File: src/rtl/pipeline_skid_register.sv
// Two-entry elastic buffer (main + skid) between pipeline stages.
// in_ready comes only from registered state and rst, so downstream
// backpressure never forms a combinational path back to the producer.
module pipeline_skid_register #(
  parameter int WIDTH = 32
) (
  input  logic             clk,
  input  logic             rst,
  input  logic             flush,
  input  logic             in_valid,
  output logic             in_ready,
  input  logic [WIDTH-1:0] in_data,
  output logic             out_valid,
  input  logic             out_ready,
  output logic [WIDTH-1:0] out_data,
  output logic [1:0]       occupancy
);

  typedef enum logic [1:0] {
    ST_EMPTY = 2'd0,
    ST_BUSY  = 2'd1,
    ST_FULL  = 2'd2
  } state_e;

  state_e           state_q, state_d;
  logic [WIDTH-1:0] main_q, main_d;
  logic [WIDTH-1:0] skid_q, skid_d;

  logic main_valid;
  logic skid_valid;
  logic in_fire;
  logic out_fire;

  assign main_valid = (state_q == ST_BUSY) || (state_q == ST_FULL);
  assign skid_valid = (state_q == ST_FULL);

  assign in_ready  = rst & ~skid_valid;
  assign out_valid = main_valid;
  assign out_data  = main_q;
  assign occupancy = {1'b0, main_valid} + {1'b0, skid_valid};

  assign in_fire  = in_valid & in_ready;
  assign out_fire = out_valid & out_ready;

  // Next-state and data-load decisions; registers load only on a fire term.
  always_comb begin
    state_d = state_q;
    main_d  = main_q;
    skid_d  = skid_q;
    if (flush) begin
      // Buffered words and any same-cycle input are dropped; data may stay stale.
      state_d = ST_EMPTY;
    end else begin
      case (state_q)
        ST_EMPTY: begin
          if (in_fire) begin
            main_d  = in_data;
            state_d = ST_BUSY;
          end else begin
            state_d = ST_EMPTY;
          end
        end
        ST_BUSY: begin
          if (in_fire && out_fire) begin
            main_d  = in_data;
            state_d = ST_BUSY;
          end else if (in_fire) begin
            // Consumer stalled: park the new word in the skid register.
            skid_d  = in_data;
            state_d = ST_FULL;
          end else if (out_fire) begin
            state_d = ST_EMPTY;
          end else begin
            state_d = ST_BUSY;
          end
        end
        ST_FULL: begin
          if (out_fire) begin
            main_d  = skid_q;
            state_d = ST_BUSY;
          end else begin
            state_d = ST_FULL;
          end
        end
        default: begin
          state_d = ST_EMPTY;
        end
      endcase
    end
  end

  // State and storage registers with synchronous active-low reset.
  always_ff @(posedge clk) begin
    if (!rst) begin
      state_q <= ST_EMPTY;
      main_q  <= {WIDTH{1'b0}};
      skid_q  <= {WIDTH{1'b0}};
    end else begin
      state_q <= state_d;
      main_q  <= main_d;
      skid_q  <= skid_d;
    end
  end

endmodule

File: config.mk
export PLATFORM = sky130hd
export DESIGN_NAME = pipeline_skid_register
export DESIGN_NICKNAME = d
export VERILOG_FILES = /design/src/rtl/pipeline_skid_register.sv
export SDC_FILE = /design/constraint.sdc
export NUM_CORES = 1
export LEC_CHECK = 0
export CAP_MARGIN = 20
export CELL_PAD_IN_SITES_DETAIL_PLACEMENT = 1
export CELL_PAD_IN_SITES_GLOBAL_PLACEMENT = 1
export CORE_MARGIN = 2
export CORE_UTILIZATION = 35
export CTS_CLUSTER_SIZE = 14
export DETAILED_ROUTE_END_ITERATION = 10
export HOLD_SLACK_MARGIN = 0.05
export PLACE_DENSITY = 0.79
export SYNTH_ARGS = -nofsm -noshare
export SYNTH_HDL_FRONTEND = slang
export SYNTH_SLANG_ARGS = --single-unit
File: constraint.sdc
create_clock -name clk -period 2.6 [get_ports clk]
set_input_delay 0.78 -clock clk [delete_from_list [all_inputs] [get_ports clk]]
set_output_delay 0.78 -clock clk [all_outputs]
set_load 0.02 [all_outputs]
# Word level (Yosys, flattened, before mapping)
# Index checks and enable logic that the tools add are counted.
[totals]
rom_bits = 0
latch_bits = 0
memories = 0
ramBits = 0
out_inout_bits = 36
reg_bits = 66
input_bits = 37
[op_classes]
shift = 0
eq_ne = 5
bitwise_logic = 7
add_sub_neg = 1
order_cmp = 0
reduce_logical = 7
n_div = 0
n_mux = 10
n_mul = 0
[op_table]
columns = ["op", "count"]
rows = [
  ["32-bit two-way mux", 3],
  ["32-bit case mux with 3 select lines", 1],
  ["2-bit two-way mux", 3],
  ["2-bit case mux with 3 select lines", 1],
  ["5-bit AND reduction", 1],
  ["2-bit by 1-bit inequality test with 1-bit output (second input constant)", 2],
  ["1-bit NOT", 4],
  ["4-bit AND reduction", 1],
  ["1-bit bitwise AND", 3],
  ["3-bit nonzero test", 1],
  ["1-bit by 1-bit adder with 2-bit output", 1],
  ["2-bit by 1-bit equality test with 1-bit output (second input constant)", 1],
  ["2-bit equality test (second input constant)", 1],
  ["2-bit logical NOT", 1],
  ["1-bit two-way mux", 2],
  ["2-bit inequality test (second input constant)", 1],
  ["2-bit OR reduction", 1],
  ["1-bit logical AND", 1],
  ["1-bit logical OR", 1],
]

# Depth between registers and ports, before layout
# Gate-level depths: netlist of the first run.
[logic_depth]
depth_word = 7
depth_mapped = 9
depth_no_buf = 6

# Least setup slack after synthesis of the first run
# OpenSTA, ideal clock, no wires.
[synth_path]
path_type = "input-to-output"
startpoint = "input port rst"
endpoint = "output port in_ready"
arrival_time_ns = 1.138
t_required_ns = 1.820
slack_ns = 0.682
path_buffers = 0
stages = 1
cell_sequence = "nor2b_1"
[synth_between]
elab_chain_len = 1
[synth_rtl]
columns = ["item", "line_no", "source"]
rows = [
  ["from (decl)", "8", "input logic rst,"],
  ["1-bit bitwise AND", "37", "assign in_ready = rst & ~skid_valid;"],
  ["to (decl)", "11", "output logic in_ready,"],
]
# Every way passes these cells.

# Worst setup path in the final report of the first run
[layout_path]
startpoint = "register state_q[1]"
endpoint = "output port out_valid"
[layout_between]
elab_chain_len = 2
elab_cells_between_ends = 3
[layout_rtl]
columns = ["item", "line_no", "source"]
rows = [
  ["from (decl)", "25", "state_e state_q, state_d;"],
  ["from (signal assigned)", "99", "state_q <= state_d;"],
  ["2-bit by 1-bit equality test with 1-bit output or 2-bit equality test (tied branches)", "34", "assign main_valid = (state_q == ST_BUSY) || (state_q == ST_FULL);"],
  ["1-bit logical OR (*)", "34", ""],
  ["to (decl)", "13", "output logic out_valid,"],
]
# Every way passes the cells marked *; elsewhere a longest branch is shown, timed or not.

==> results.json, run 1 <==
{
  "status": "completed",
  "syn_nets": 322,
  "p_per_area_mw_per_mm2": 553,
  "ys_seq_area_share_pct": 43.5,
  "first_global_vias": 2595,
  "reg2regPathDepth": 7,
  "area_delta_synth_final_pct": 33.2,
  "dp_worst_setup_slack_ns": 0.0807,
  "worstPathArrival_ns": 1.72,
  "routabilityCongestion": 0.826,
  "hpwl_um": 5220,
  "grt_max_degree": 67,
  "fin_worst_skew_ns": 0.0102,
  "clk_pin_slew_ns": 0.07,
  "htreeDepth": 3,
  "grt_antenna_before_repair": 0,
  "drv_slew": 0,
  "path_delay_family": "buffers and inverters",
  "tightestPinTransition_ns": 0.616,
  "max_freq_mhz": 401,
  "overflow": 0,
  "die_x_um": 97.2,
  "regArea_sq_mm": 0.00132,
  "maxSlewHeadroom_pct": 59.0,
  "p_seq_share_pct": 47.7,
  "ir_drop_mv": 0.208,
  "fillers": 931,
  "die_area_sq_mm": 0.00944,
  "critPathRequiredTime_ns": 1.82,
  "final_layout_size_suffix_gt1_share_pct": 9.60,
  "ioPinCount": 73,
  "combPwrFrac_pct": 14.8,
  "clockRootBuffer": "clkbuf_8",
  "setup_viol": 0,
  "hold_depth": 1,
  "place_area_sq_mm": 0.00386,
  "drc_errors": 0,
  "start_kind": "flop",
  "crit_slowest_cell": "clkdlybuf4s50_1",
  "vias": 2448,
  "multi_input_area_sq_mm": 0.00155,
  "final_area_sq_mm": 0.00405,
  "post-route-period-util_pct": 96.0,
  "power.switching_uw": 581,
  "grt_usage_pct": 17.0,
  "hold_path.class": "reg2reg",
  "port-buffer-count": 72,
  "r2r_slack_ns": 0.70,
  "syn-mean-instance-area_sq_um": 10.8,
  "grt_pass1_wl_um": 13100,
  "hold_path_end": "out_data[30]",
  "yosysWarnings": 0,
  "ys_ff_latch": 66,
  "clk_path_buf_depth": 2,
  "critPathMaxStageDelay_ns": 0.61,
  "timing.hold.ws_ns": 0.502,
  "p_leak_uw": 0.00165,
  "layout_setup_ws_ns": 0.103,
  "dieHeight_um": 97.2,
  "drtIter0Drc": 132,
  "hold_violations": 0,
  "clock-sinks": 66,
  "p_int_uw": 1660,
  "maxCapViolCount": 0,
  "timing.rr.end": "skid_q[6]",
  "crit_buf_inv": 2,
  "cts_tree": "done",
  "syn-cell-area_sq_mm": 0.00304,
  "crit_type": "reg2out",
  "num-nets-final": 391,
  "wirelength_um": 7920,
  "crit_path_end_kind": "output port",
  "crit_path_cell_trace": "inv_1, ha_1, clkdlybuf4s50_1",
  "swShare_pct": 26.0,
  "start_util_pct": 36.6,
  "final_common_cell": "clkdlybuf4s50_1",
  "post_drt_wl_per_cell_um": 17.3,
  "core_sq_mm": 0.00830,
  "tns_ns": 0,
  "cts_buffers": 9,
  "drt-pass1-iter-count": 4,
  "viasPerCell": 5.33,
  "ys_types": 23,
  "synth_cells": 280,
  "hold_start": "out_data[30]",
  "antenna_left": 0,
  "n_antenna_cell": 0,
  "clk_latency_ns": 0.35,
  "rsz0062_at_grt": "no",
  "r2r-start": "state_q[0]",
  "power_frac_clock_pct": 37.6,
  "fin_crit_ns": 2.50,
  "cp_max_fo": 4,
  "fp-row-count": 33,
  "final_cell_mix": "clkdlybuf4s50_1, dfxtp_1, mux2i_1"
}
## how the worst max path moves through the flow
stage,slack [ns],cells past startpoint,to,from
after floorplan,0.68,1,in_ready,rst
after global placement,0.07,3,in_ready,rst
after detailed placement,0.08,3,in_ready,rst
after CTS,0.07,3,out_valid,state_q[1]
after global routing,0.008,3,occupancy[0],state_q[1]
final,0.10,3,out_valid,state_q[1]
## final cells by class
type	instances	area share, %
clock inverter	5	1.36
tap	105	3.25
multi-input combinational	183	38.3
sequential	66	32.6
timing repair buffer	87	21.1
inverter	2	0.185
clock buffer	11	3.25
## cells by family (layout without fill, tap and decap cells)
kind of cell	Yosys count	count (layout)	share of synthesized area [%]
AND/OR/NAND/NOR	78	78	16.2
flip-flops	66	66	43.5
multiplexers	64	64	21.1
AO/OA/AOI/OAI	35	35	11.3
buffers and inverters	31	105	5.60
adder cells (fa/ha/maj)	5	5	2.06
XOR/XNOR	1	1	0.288
## Yosys cell counts
cell type,n,share of area [%]
nand2b_1,1,0.21
buf_6,6,2.2
xnor2_1,1,0.29
and3_1,1,0.21
buf_4,1,0.25
and4bb_1,1,0.41
clkbuf_1,18,2.2
a221oi_1,1,0.29
mux2i_1,64,21
nand2_1,3,0.37
inv_1,2,0.25
ha_1,5,2.1
o21ai_2,1,0.29
buf_2,4,0.66
nor2_1,3,0.37
nand3_1,1,0.16
nand4_1,33,6.8
a21oi_1,1,0.16
nor2b_1,33,6.8
and2_1,1,0.21
nand3b_4,1,0.66
dfxtp_1,66,43
o211a_1,32,11
## metrics by stage
step | util (%) | total power [uW] | cells
final | 48.8 | 2240 | 459
after global routing | 48.8 | 2330 | 459
after CTS | 48.8 | 2260 | 459
after detailed placement | 46.5 | 1420 | 443
after global placement | 46.5 | 1410 | 443
after floorplan | - | 1250 | 280
## repair_timing
action	in CTS	in global routing
endpoints found under the setup margin	1	0
resized for setup	1	0
buffers inserted	0	0
hold buffers	0	0
## metal layers
metal,part of all wire (%),GRT usage [%]
met2,48,27.5
met3,4.2,4.32
met5,0,0
met1,46,22.0
met4,1.3,5.85
## power groups by stage
stage	logic (uW)	registers [uW]	clock network [uW]
3_3_place_gp	325	1090	0
6_report	331	1070	840
3_5_place_dp	331	1090	0
5_1_grt	352	1070	910
4_1_cts	333	1070	866
2_1_floorplan	123	1130	0
## registers in the layout (all words and copies together), names as in the netlist
name      cells
out_data     32
skid_q       32
state_q       2
No activity file was read; power rests on OpenSTA's default activity.
==> inputs of run 2 (changes only) <==
--- a/config.mk
+++ b/config.mk
@@ -8,6 +8,7 @@
 export CAP_MARGIN = 20
 export CELL_PAD_IN_SITES_DETAIL_PLACEMENT = 1
 export CELL_PAD_IN_SITES_GLOBAL_PLACEMENT = 1
+export CORE_ASPECT_RATIO = 1.2
 export CORE_MARGIN = 2
 export CORE_UTILIZATION = 35
 export CTS_CLUSTER_SIZE = 14
==> run 2 against run 1 <==
Compared with the run above:
- register-to-register slack hardly changed
- worst hold slack worse by 0.0020 ns
- non-clock buffer count down 3
- total power grew 6.3%
- worst setup slack got worse by 0.0060 ns
- sequential share of layout area shrank 0.26 points
- global-route usage rose by 1.1 points
- sequential power barely moved
- clock skew is 0.00065 ns lower
- routed wire length about the same
- count of clock-buffer cells in the layout fell by 1
- die area hardly changed
- critical path type unchanged
- critical endpoint unchanged
- largest power group unchanged
==> results.json, run 2 (same netlist as run 1, synthesis figures left out) <==
{
  "status": "completed",
  "cp_max_fo": 4,
  "worstPathArrival_ns": 1.72,
  "fin_worst_skew_ns": 0.00957,
  "startpoint": "state_q[1]",
  "drtIter0Drc": 54,
  "post_drt_wl_per_cell_um": 16.9,
  "crit_type": "reg2out",
  "place_area_sq_mm": 0.00385,
  "start_kind": "flop",
  "clk_pin_slew_ns": 0.08,
  "dp.cells": 452,
  "multi_input_area_sq_mm": 0.00155,
  "drc_errors": 0,
  "wirelength_um": 7930,
  "clk_latency_ns": 0.34,
  "hpwl_um": 5210,
  "timing.rr.end": "skid_q[5]",
  "vias": 2442,
  "crit_path_cell_trace": "inv_1, ha_1, clkdlybuf4s50_1",
  "grt_usage_pct": 18.1,
  "drv_slew": 0,
  "cts_buffers": 9,
  "overflow": 0,
  "p_leak_uw": 0.00166,
  "critPathMaxStageDelay_ns": 0.61,
  "clk_path_buf_depth": 2,
  "hold_violations": 0,
  "maxSlewHeadroom_pct": 59.0,
  "crit_path_end": "out_valid",
  "area_delta_synth_final_pct": 34.3,
  "postCtsSetupRepairBufs": 0,
  "tns_ns": 0,
  "dieHeight_um": 106,
  "start_util_pct": 35.7,
  "final_cell_mix": "clkdlybuf4s50_1, dfxtp_1, mux2i_1",
  "ioPinCount": 73,
  "rsz0062_at_grt": "no",
  "ctsResizeCount": 1,
  "dp_worst_setup_slack_ns": 0.116,
  "crit_slowest_cell": "clkdlybuf4s50_1",
  "hold_path.class": "reg2reg",
  "fin_crit_ns": 2.50,
  "clockRootBuffer": "clkbuf_8",
  "core_sq_mm": 0.00852,
  "n_antenna_cell": 0,
  "final_area_sq_mm": 0.00408,
  "htreeDepth": 3,
  "grt_antenna_before_repair": 0,
  "setup_viol": 0,
  "grt_pass1_wl_um": 13200,
  "antenna_left": 0,
  "cts_hold_buf": 0,
  "num-nets-final": 388,
  "ir_drop_mv": 0.237,
  "crit_path_end_kind": "output port",
  "regArea_sq_mm": 0.00132,
  "final_common_cell": "clkdlybuf4s50_1",
  "fillers": 945,
  "die_area_sq_mm": 0.00944,
  "cts_tree": "done",
  "clock-sinks": 66,
  "tightestPinTransition_ns": 0.615,
  "layout_setup_ws_ns": 0.0971,
  "grt_max_degree": 67,
  "power_uw": 2380,
  "fp-row-count": 37,
  "reg2regPathDepth": 7,
  "max_freq_mhz": 400,
  "r2r-start": "state_q[0]",
  "routabilityCongestion": 0.812,
  "first_global_vias": 2694,
  "p_per_area_mw_per_mm2": 583,
  "drt-pass1-iter-count": 4,
  "critPathRequiredTime_ns": 1.82,
  "viasPerCell": 5.22,
  "r2r_slack_ns": 0.71,
  "final_layout_size_suffix_gt1_share_pct": 9.40,
  "port-buffer-count": 72,
  "post-route-period-util_pct": 96.3,
  "die_x_um": 89.0,
  "maxCapViolCount": 0,
  "stdcell_count": 468
}
==> run 2: final cells by class <==
class                           instances  share of cell area, %
Sequential cell                        66                   32.4
Timing Repair Buffer                   84                   20.3
Clock buffer                           10                   3.37
Multi-Input combinational cell        183                   38.0
Clock inverter                          6                   2.18
Inverter                                2                  0.184
Tap cell                              117                   3.59
==> run 2: routing by layer <==
layer | track usage [%] | share of wire, %
met1 | 22.4 | 46
met2 | 30.3 | 49
met3 | 2.95 | 3.0
met4 | 8.42 | 2.0
met5 | 0 | 0
==> run 2: worst max-delay path: cells and delay by family (launching register included) <==
family                     cells  cell delay, ns
adders and majority gates      1            0.30
buffers and inverters          2            0.69
DFF                            1            0.39
==> run 2: metrics by stage <==
stage / utilization [%] / hold slack (ns)
3_5_place_dp: 45.3 / 0.486
3_3_place_gp: 45.3 / 0.481
6_report: 47.9 / 0.500
5_1_grt: 47.9 / 0.524
2_1_floorplan: - / 0.482
4_1_cts: 47.9 / 0.505
==> run 2: worst min-delay path by stage <==
stage	to	slack [ns]	depth (start not counted)	from
2_1_floorplan	skid_q[0]	0.48	2	skid_q[0]
3_3_place_gp	out_data[12]	0.48	1	out_data[12]
3_5_place_dp	out_data[30]	0.49	1	out_data[30]
4_1_cts	out_data[30]	0.50	1	out_data[30]
5_1_grt	out_data[22]	0.52	1	out_data[22]
6_report	out_data[30]	0.50	1	out_data[30]
==> run 2: power by group <==
part	internal [uW]	total, uW	switching [uW]
Combinational	167	326	159
Clock	568	985	417
Sequential	1050	1070	20.1
